[config.mk]
export PLATFORM = sky130hd
export DESIGN_NAME = aes_key_sched_ctrl
export DESIGN_NICKNAME = d
export VERILOG_FILES = /design/src/rtl/aes_key_sched_ctrl.sv
export SDC_FILE = /design/constraint.sdc
export NUM_CORES = 1
export LEC_CHECK = 0
export CAP_MARGIN = 5
export CORE_AREA = 2 2 155 157
export DETAILED_ROUTE_END_ITERATION = 7
export DIE_AREA = 0 0 157 159
export PLACE_DENSITY_LB_ADDON = 0.15
export SYNTH_ARGS = -nofsm -noshare
export SYNTH_HDL_FRONTEND = slang
export SYNTH_SLANG_ARGS = --single-unit
[constraint.sdc]
create_clock -name clk -period 4.27 [get_ports clk]
set_input_delay 0.427 -clock clk [delete_from_list [all_inputs] [get_ports clk]]
set_output_delay 0.427 -clock clk [all_outputs]
set_load 0.01 [all_outputs]
[src/rtl/aes_key_sched_ctrl.sv]
// AES-128 key-expansion sequencer: loads a cipher key and streams round keys
// 0..NUM_ROUNDS over a valid/ready port, using external SubWord/AddRcon logic.
module aes_key_sched_ctrl #(
  parameter int unsigned NUM_ROUNDS = 10
) (
  input  logic         clk,
  input  logic         rst_n,
  input  logic         start,
  input  logic         abort,
  input  logic [127:0] key_in,
  output logic         rk_valid,
  input  logic         rk_ready,
  output logic [127:0] round_key,
  output logic [3:0]   rk_index,
  output logic         busy,
  output logic         done,
  output logic [31:0]  sw_out,
  input  logic [31:0]  sw_in,
  output logic [3:0]   rc_index,
  output logic [31:0]  rc_data,
  input  logic [31:0]  rc_xored
);

  localparam logic [3:0] LAST_IDX = 4'(NUM_ROUNDS);

  typedef enum logic [0:0] {
    ST_IDLE   = 1'b0,
    ST_ACTIVE = 1'b1
  } state_t;

  state_t         state_r, state_s;
  logic [127:0]   round_key_r, round_key_s;
  logic [3:0]     rk_index_r, rk_index_s;
  logic           rk_valid_r, rk_valid_s;
  logic           busy_r, busy_s;
  logic           done_r, done_s;
  logic           hs_s;
  logic           last_s;
  logic [31:0]    w0_s, w1_s, w2_s, w3_s;
  logic [31:0]    n0_s, n1_s, n2_s, n3_s;

  assign w0_s = round_key_r[127:96];
  assign w1_s = round_key_r[95:64];
  assign w2_s = round_key_r[63:32];
  assign w3_s = round_key_r[31:0];

  // The temp word comes back from SubWord -> AddRcon; the rest is an XOR chain.
  assign n0_s = w0_s ^ rc_xored;
  assign n1_s = w1_s ^ n0_s;
  assign n2_s = w2_s ^ n1_s;
  assign n3_s = w3_s ^ n2_s;

  assign sw_out   = {w3_s[23:0], w3_s[31:24]};
  assign rc_index = rk_index_r;
  assign rc_data  = sw_in;

  assign hs_s   = rk_valid_r & rk_ready;
  assign last_s = (rk_index_r == LAST_IDX);

  // State register.
  always_ff @(posedge clk or negedge rst_n) begin
    if (!rst_n) begin
      state_r <= ST_IDLE;
    end else begin
      state_r <= state_s;
    end
  end

  // Next-state logic; abort wins over start and over a handshake.
  always_comb begin
    state_s = state_r;
    case (state_r)
      ST_IDLE: begin
        if (abort) begin
          state_s = ST_IDLE;
        end else if (start) begin
          state_s = ST_ACTIVE;
        end else begin
          state_s = ST_IDLE;
        end
      end
      ST_ACTIVE: begin
        if (abort) begin
          state_s = ST_IDLE;
        end else if (hs_s && last_s) begin
          state_s = ST_IDLE;
        end else begin
          state_s = ST_ACTIVE;
        end
      end
      default: state_s = ST_IDLE;
    endcase
  end

  // Next values of the registered outputs.
  always_comb begin
    round_key_s = round_key_r;
    rk_index_s  = rk_index_r;
    rk_valid_s  = rk_valid_r;
    busy_s      = busy_r;
    done_s      = 1'b0;
    case (state_r)
      ST_IDLE: begin
        if (abort) begin
          rk_valid_s = 1'b0;
          busy_s     = 1'b0;
        end else if (start) begin
          round_key_s = key_in;
          rk_index_s  = 4'd0;
          rk_valid_s  = 1'b1;
          busy_s      = 1'b1;
        end else begin
          rk_valid_s = 1'b0;
          busy_s     = 1'b0;
        end
      end
      ST_ACTIVE: begin
        if (abort) begin
          rk_valid_s = 1'b0;
          busy_s     = 1'b0;
        end else if (hs_s && last_s) begin
          rk_valid_s = 1'b0;
          busy_s     = 1'b0;
          done_s     = 1'b1;
        end else if (hs_s) begin
          round_key_s = {n0_s, n1_s, n2_s, n3_s};
          rk_index_s  = rk_index_r + 4'd1;
        end else begin
          round_key_s = round_key_r;
        end
      end
      default: begin
        rk_valid_s = 1'b0;
        busy_s     = 1'b0;
      end
    endcase
  end

  // Output registers.
  always_ff @(posedge clk or negedge rst_n) begin
    if (!rst_n) begin
      round_key_r <= 128'd0;
      rk_index_r  <= 4'd0;
      rk_valid_r  <= 1'b0;
      busy_r      <= 1'b0;
      done_r      <= 1'b0;
    end else begin
      round_key_r <= round_key_s;
      rk_index_r  <= rk_index_s;
      rk_valid_r  <= rk_valid_s;
      busy_r      <= busy_s;
      done_r      <= done_s;
    end
  end

  assign round_key = round_key_r;
  assign rk_index  = rk_index_r;
  assign rk_valid  = rk_valid_r;
  assign busy      = busy_r;
  assign done      = done_r;

endmodule

==> results of run 1 <==
stage by stage:
step	utilization, %	area (µm²)	hold slack, ns	power (W)	worst slack [ns]
after floorplan	-	8870	0.1314	0.003396	2.481
after global placement	51.31	11900	0.5419	0.004486	1.329
after detailed placement	51.31	11900	0.5449	0.004515	1.272
after CTS	54.05	12530	0.1344	0.006175	1.286
after global routing	54.05	12530	0.1544	0.006489	1.192
final	54.05	12530	0.06633	0.006131	1.346
metal layers:
layer  up-vias  global-route usage, %  wire length (µm)
met5         -                      0                 0
met4         0                  6.422               544
met3        36                  6.478              2359
met2       341                  39.43             14490
met1      4205                  31.33             13440
li1       4143                      -                 -
worst paths after layout:
kind	from	to	slack, ns	depth (start not counted)
worst max-delay path	state_r	round_key[38]	1.35	5
worst min-delay path	rst_n	round_key[32]	0.07	1
worst max register to register	state_r	round_key[38]	1.35	5
worst min register to register	round_key[37]	round_key[37]	0.56	1
max in group asynchronous	rst_n	round_key[49]	3.22	2
min in group clk	round_key[37]	round_key[37]	0.56	1
critical path, stage by stage (launching register included):
cell and delay (ns):
dfrtp_4 0.75, buf_4 0.79, nor3b_4 0.11, a31oi_4 0.47, buf_4 0.46, a221o_1 0.22
flip-flops by register name, summed over array words and instances (netlist names):
| register | cells |
|---|---|
| busy | 1 |
| state_r | 1 |
| done | 1 |
| rc_index | 4 |
| round_key | 128 |
cells by family after synthesis:
group                      Yosys count  share of synthesized area (%)
xor gates and xnor gates            96                          9.480
buffers and inverters              155                          9.903
adders and majority gates            2                         0.2821
AOI/OAI and AO/OA                  327                          26.72
DFF                                135                          38.09
and+or+nand+nor                    304                          15.53
synth_stat cells, types with 32 or more instances:
library cell	instances	area share, %
dfrtp_1	135	38
nor2_1	121	5.1
buf_4	71	6.0
nand2_1	70	3.0
a21oi_1	65	3.7
o22ai_1	64	4.5
xor2_1	64	6.3
clkbuf_1	47	2.0
o211ai_1	34	2.9
a31oi_1	33	2.3
a221o_1	32	3.6
or3_1	32	2.3
xnor2_1	32	3.2
report_power, final:
part / internal [W] / switching, W
Clock: 0.00104 / 0.000598
Combinational: 0.00139 / 0.00106
Sequential: 0.00158 / 0.000467
Total: 0.00400 / 0.00213
area by class of cell:
class / count / area (µm²) / share of cell area [%]
Timing Repair Buffer: 349 / 3452 / 27.54
Clock inverter: 12 / 202.7 / 1.617
Multi-Input combinational cell: 729 / 4651 / 37.10
Clock buffer: 19 / 432.9 / 3.454
Inverter: 4 / 15.01 / 0.1198
Tap cell: 319 / 399.1 / 3.184
Sequential cell: 135 / 3382 / 26.98
cells in the final DEF, fill, tap and decap left out, drive strengths merged, types with 29 or more instances in the layout:
| master | count |
|---|---|
| a21oi | 65 |
| a221o | 32 |
| a31o | 33 |
| a31oi | 34 |
| clkdlybuf4s50 | 332 |
| dfrtp | 135 |
| nand2 | 70 |
| nand3 | 31 |
| nor2 | 121 |
| nor3 | 31 |
| o211ai | 34 |
| o22a | 29 |
| o22ai | 64 |
| or3 | 32 |
| xnor2 | 32 |
| xor2 | 64 |
==> results_dict.tcl, run 1 <==
set metrics [dict create \
    fill_cells 2205 \
    grt_pass1_wl_mm 47.70 \
    cp_max_fo 84 \
    initial_core_util_pct 38.24 \
    antenna_cells 0 \
    vias_per_cell 5.568 \
    drv_slew 0 \
    crit_type "register to register" \
    final-hold-violation-count 0 \
    vias 8725 \
    wirelength_mm 30.83 \
    final_cell_count_no_fill 1567 \
    synth_ff_type "dfrtp_1" \
    post_drt_wl_per_cell_um 19.67 \
    skew_ns 0.01263 \
    syn_area_per_cell_um2 8.704 \
    syn_inst 1019 \
    setup_viol 0 \
    clockBufferDepth 2 \
    drc_errors 0 \
    cp.required_ns 4.62 \
    outcome "finished, final reports clean" \
    fin_nets 1435 \
    drt_pass1_iterations 5 \
    synth_edf_count 0 \
    yosysUniqueCellTypes 43 \
    design.core.area_mm2 0.02319 \
    setup_tns_ns 0 \
    synth-async-reset-ratio_pct 100.0 \
    dp_hpwl_mm 19.80 \
    cp-start-kind "register" \
    grt_max_degree 92 \
    p_leak_nw 4.736 \
    yosysWarnings 0 \
    yosysSeqAreaShare_pct 38.09 \
    min_period_ns 2.924 \
    cp_data_arrival_time_ns 3.28 \
    synth.cell_area_mm2 0.008870 \
    grt_overflow_total 0 \
    antenna_found_initial 0 \
    syn_nets 1218 \
    clk_pin_slew_ns 0.06 \
    die_x_um 157 \
    gp_congestion 0.8038 \
    hp-class "primary input to asynchronous set/reset pin" \
    dpl.cell_count 1536 \
    postCtsResizedCells 0 \
    clock_sinks 135 \
    ys_seq_elements 135 \
    crit_path_end_kind "register" \
    dieArea_mm2 0.02496 \
    clk_latency_ns 0.42 \
    rsz0062_at_grt "false" \
    cts_made_buffers 17 \
    cts_tree "yes" \
    area_delta_synth_final_pct 41.32 \
    cts.htree.levels 4 \
    drive_gt1_share_pct 4.808 \
    relSlewSlack_pct 27.22 \
    period_share_pct 68.48 \
    clock-root-buffer "clkbuf_16" \
    cap_violations 0 \
    ios 400 \
    drtIter0Drc 477 \
    fp-row-count 56 \
    grtUsageTotal_pct 24.08 \
    holdBufCountCts 0 \
    peakVddDrop_uv 217.1 \
    io_buffers 335 \
    worstMarginPinSlew_ns 1.090 \
    fmaxAchievable_mhz 342.0 \
    die_y_um 159 \
    drtAntennaViolNets 0 \
    grt_pass1_vias 8542 \
    pwr_density_cell_mw_per_mm2 489.1 \
    cts_setup_buffers 0 \
]
(Power assumes the default switching activity.)
==> run 2: changes to the inputs <==
CORE_AREA = 2 2 154 156   (was 2 2 155 157)
DIE_AREA = 0 0 156 158   (was 0 0 157 159)
clock period = 2.6 ns   (was 4.27 ns; I/O delays follow)
==> run 2 against run 1 <==
Combinational power is 65% higher. Register-to-register slack lost 0.89 ns. Final cell count shrank 0.96%. Sequential share of layout area shrank 0.21 points. Routed wire length is 0.58% higher. First-iteration DRC count rose by 7.3%. Die area is 1.3% lower. Non-clock buffer count increased by 14. Largest cell class unchanged. Largest power group unchanged. Highest routed layer unchanged.
==> results_dict.tcl, run 2 (synthesized netlist as in run 1, its figures left out) <==
set metrics [dict create \
    cp.required_ns 2.94 \
    cap_violations 0 \
    final_cell_mix "clkdlybuf4s50_1 (332), dfrtp_1 (134), nor2_1 (121)" \
    place_area_mm2 0.01204 \
    wirelength_mm 31.00 \
    skew_ns 0.01417 \
    vias 8808 \
    clockBufferDepth 2 \
    clock-root-buffer "clkbuf_16" \
    critPathTopFamily "simple AND/OR/NAND/NOR gates" \
    outcome "finished, final reports clean" \
    fin_nets 1449 \
    drc_errors 0 \
    ios 400 \
    clk_latency_ns 0.43 \
    reg2regPathDepth 7 \
    design.core.area_mm2 0.02305 \
    cp-start-kind "register" \
    largest_reg_flops 128 \
    fin_area_mm2 0.01263 \
    grt_pass1_vias 8453 \
    worstMarginPinSlew_ns 0.7836 \
    grt_overflow_total 0 \
    drv_slew 0 \
    max_stage_delay_ns 0.46 \
    cp_max_fo 14 \
    critPathLaunch "rc_index[0]" \
    drtIter0Drc 512 \
    crit_type "register to register" \
    setup_viol 0 \
    final_util_pct 54.80 \
    crit_chain "inv_1 -> ha_1 -> nand3b_1 -> nand3_4 -> buf_4 -> or3_1 -> o211ai_1" \
    area_delta_synth_final_pct 42.42 \
    grt_max_degree 66 \
    vias_per_cell 5.675 \
    cp_data_arrival_time_ns 2.49 \
    gp_congestion 0.8060 \
    antenna_found_initial 1 \
    relSlewSlack_pct 47.76 \
    whs_ns 0.3869 \
    cts_tree "yes" \
    dp_hpwl_mm 20.79 \
    clock_sinks 135 \
    cts_made_buffers 17 \
    grtUsageTotal_pct 24.76 \
    worst-path-buf-inv 2 \
    drtAntennaViolNets 0 \
    final-hold-violation-count 0 \
    period_share_pct 82.59 \
    hp-class "primary input to asynchronous set/reset pin" \
    cts.htree.levels 4 \
    min_period_ns 2.147 \
    crit_slowest_cell "dfrtp_1" \
    r2r_start "rc_index[0]" \
    fp-row-count 56 \
    rsz0062_at_grt "false" \
    initial_core_util_pct 38.48 \
    io_buffers 335 \
    pwr_density_cell_mw_per_mm2 781.6 \
    drive_gt1_share_pct 5.868 \
    peakVddDrop_uv 388.5 \
    p_leak_nw 4.808 \
    setup_tns_ns 0 \
    dieArea_mm2 0.02465 \
    final_cell_count_no_fill 1552 \
    cp.depth 7 \
    fmaxAchievable_mhz 465.7 \
    dpl.cell_count 1520 \
    post_drt_wl_per_cell_um 19.98 \
    drt_pass1_iterations 6 \
    final_common_cell "clkdlybuf4s50_1" \
    crit_path_end_kind "register" \
    grt_pass1_wl_mm 47.40 \
    clk_pin_slew_ns 0.06 \
    die_y_um 158 \
    die_x_um 156 \
]
-- run 2: area by class of cell --
class	instances	area, µm²
fillers	2115	10420
multi-input cells	729	4651
repair buffers	363	3635
flip-flops and latches	135	3382
clock buffers	17	425.4
well taps	290	362.8
clock inverters	13	158.9
inverters	4	15.01
diodes	1	2.502
-- run 2: through the flow --
step,power (W),setup WS (ns)
floorplan,0.005578,0.8108
global placement,0.007376,0.5329
detailed placement,0.007423,0.4471
CTS,0.009949,0.4494
global route,0.01049,0.3117
finish,0.009874,0.4526
-- run 2: power by group --
group | internal (W) | switching [W] | leakage (nW)
clock | 0.00149 | 0.000991 | 0.280
sequential | 0.00260 | 0.000751 | 1.65
combinational | 0.00230 | 0.00174 | 2.88
-- run 2: final timing paths --
kind	slack, ns	endpoint
max in group asynchronous	1.51	round_key[44]
setup / recovery	0.45	round_key[22]
min in group clk	0.40	round_key[25]
hold / removal	0.39	round_key[68]
setup reg to reg	0.45	round_key[22]
hold reg to reg	0.56	round_key[57]
-- run 2: metal layers --
metal | up-vias | global-route usage (%) | wire [µm]
met5 | - | 0 | 0
met4 | 0 | 7.165 | 527
met3 | 43 | 6.789 | 2336
met2 | 350 | 40.88 | 14670
met1 | 4239 | 31.86 | 13470
li1 | 4176 | - | -
-- run 2: worst register-to-register path, cell delays in order, from the launching register on --
cell and delay [ns]:
dfrtp_1 0.46, inv_1 0.07, ha_1 0.21, nand3b_1 0.29, nand3_4 0.30, buf_4 0.30, or3_1 0.35, o211ai_1 0.10
-- run 2: timing repair --
action                                  4_1_cts  5_1_grt
endpoints found under the setup margin        0        0
endpoints found under the hold margin        51        0
hold buffers                                  1        0
gates resized for setup                       0        0
buffers inserted                              0        0
==> run 3: changes to the inputs <==
clock period = 1.9 ns   (was 2.6 ns; I/O delays follow)
==> run 3 against run 2 <==
Sequential power increased by 36%. Global-route usage increased by 0.32 points. Core utilization increased by 0.97 points. Die area unchanged. Worst hold slack got worse by 0.15 ns. Critical path depth unchanged. Clock power increased by 39%. Combinational power increased by 39%. Sequential share of layout area decreased by 0.47 points. Worst setup slack got worse by 0.40 ns. Critical path type unchanged.
==> results_dict.tcl, run 3 (synthesized netlist as in run 1, its figures left out) <==
set metrics [dict create \
    outcome "finished, final reports clean" \
    post_drt_wl_per_cell_um 20.13 \
    drive_gt1_share_pct 7.813 \
    cts_tree "yes" \
    period_share_pct 97.31 \
    grt_overflow_total 0 \
    fin_area_mm2 0.01286 \
    antenna_cells 0 \
    share_seq_of_total_power_pct 33.5 \
    relSlewSlack_pct 67.46 \
    drtIter0Drc 567 \
    drt_pass1_iterations 5 \
    initial_core_util_pct 38.48 \
    design.core.area_mm2 0.02305 \
    area_delta_synth_final_pct 44.94 \
    vias_per_cell 5.645 \
    internal_power_w 0.008755 \
    skew_ns 0.01518 \
    cp_max_fo 40 \
    largest_reg_flops 128 \
    fp-row-count 56 \
    p_leak_nw 4.923 \
    grt_pass1_wl_mm 48.17 \
    place_area_mm2 0.01219 \
    grt_pass1_vias 8594 \
    fmaxAchievable_mhz 540.8 \
    hp-class "primary input to asynchronous set/reset pin" \
    cts.htree.levels 4 \
    peakVddDrop_uv 508.5 \
    pwr_density_cell_mw_per_mm2 1061 \
    clk_pin_slew_ns 0.07 \
    worstMarginPinSlew_ns 0.4881 \
    power_switching_w 0.004880 \
    cts_made_buffers 17 \
    dpl.cell_count 1535 \
    setup_viol 0 \
    cp_data_arrival_time_ns 2.15 \
    clk_latency_ns 0.43 \
    timing.final.ws_setup_ns 0.05105 \
    cp.required_ns 2.20 \
    crit_path_end_kind "register" \
    die_y_um 158 \
    final_common_cell "clkdlybuf4s50_1" \
    min_period_ns 1.849 \
    drv_slew 0 \
    vias 8862 \
    grt_max_degree 49 \
    io_buffers 335 \
    fin_nets 1466 \
    crit_type "register to register" \
    rrSetupSlack_ns 0.05 \
    clock_sinks 135 \
    clockBufferDepth 2 \
    dieArea_mm2 0.02465 \
    pwr-share-clk_pct 25.3 \
    final_cell_count_no_fill 1570 \
    r2r-end "round_key[52]" \
    wirelength_mm 31.61 \
    dpl_worst_slack_ns 0.02085 \
    drtAntennaViolNets 0 \
    dp_hpwl_mm 21.50 \
    r2r_start "rc_index[0]" \
    reg2regPathDepth 7 \
    combPwrFrac_pct 41.2 \
    gp_congestion 0.8026 \
    drc_errors 0 \
    antenna_found_initial 0 \
    grtUsageTotal_pct 25.08 \
    cp-start-kind "register" \
    final-hold-violation-count 0 \
    switching_share_pct 35.79 \
    final_cell_mix "clkdlybuf4s50_1 (332), dfrtp_1 (134), nor2_1 (118)" \
    final_util_pct 55.77 \
    die_x_um 156 \
    ios 400 \
    clock-root-buffer "clkbuf_16" \
    cap_violations 0 \
]
==> run 3: cell types whose count changed in the layout (fill, tap and decap cells not counted), moves of 2 or more <==
cell	previous run	this run
buf_4	22	33
inv_6	0	4
buf_12	6	9
clkinv_2	4	1
nor2_1	121	118
nor2_2	0	3
buf_6	1	3
clkbuf_8	0	2
nor3_1	30	28
nor3_2	0	2
==> run 3: stage by stage <==
step,setup TNS (ns),total power (W),hold WS [ns]
final,0,0.01363,0.2325
after global routing,-0.08357,0.01447,0.2594
after CTS,0,0.01370,0.2461
after detailed placement,0,0.01021,0.1250
after global placement,0,0.01012,0.1261
after floorplan,0,0.007632,-0.1056
==> run 3: area by class of cell <==
class	instances	area, µm²
Timing Repair Buffer	380	3825
Clock buffer	20	456.7
Multi-Input combinational cell	729	4674
Tap cell	290	362.8
Sequential cell	135	3382
Clock inverter	12	140.1
Fill cell	2070	10200
Inverter	4	15.01
==> run 3: critical path, stage by stage, from the launching register on <==
cell and delay, ns:
dfrtp_1 0.38, inv_2 0.05, ha_2 0.16, nand3b_1 0.25, nand3_4 0.26, buf_12 0.24, nor2_1 0.10, a221o_1 0.26
==> run 3: repair_timing <==
action                                  in CTS  in global routing
hold buffers                                 1                  0
setup buffers                                0                  1
gates resized for setup                      0                 10
hold endpoints to repair                    33                  0
endpoints found under the setup margin       0                 66
==> run 3: worst max-delay path by stage <==
stage	startpoint	to	slack [ns]	depth (start not counted)
2_1_floorplan	rc_index[0]	round_key[69]	0.11	7
3_3_place_gp	rk_ready	round_key[112]	0.08	6
3_5_place_dp	rc_index[0]	round_key[111]	0.02	8
4_1_cts	rc_index[0]	round_key[103]	0.01	8
5_1_grt	rc_index[0]	round_key[105]	-0.02	8
6_report	rc_index[0]	round_key[52]	0.05	7
==> run 3: per-layer routing <==
metal	up-vias	track usage, %	routed length (µm)
li1	4205	-	-
met1	4296	32.25	13580
met2	322	41.99	15260
met3	39	5.776	2135
met4	0	7.907	640
met5	-	0	0
==> run 3: power groups by stage <==
stage / clock, W / sequential (W) / combinational [W]
after global placement: 0 / 0.00457 / 0.00555
after global routing: 0.00364 / 0.00470 / 0.00613
after floorplan: 0 / 0.00473 / 0.00290
final: 0.00344 / 0.00457 / 0.00562
after detailed placement: 0 / 0.00460 / 0.00561
after CTS: 0.00350 / 0.00456 / 0.00564
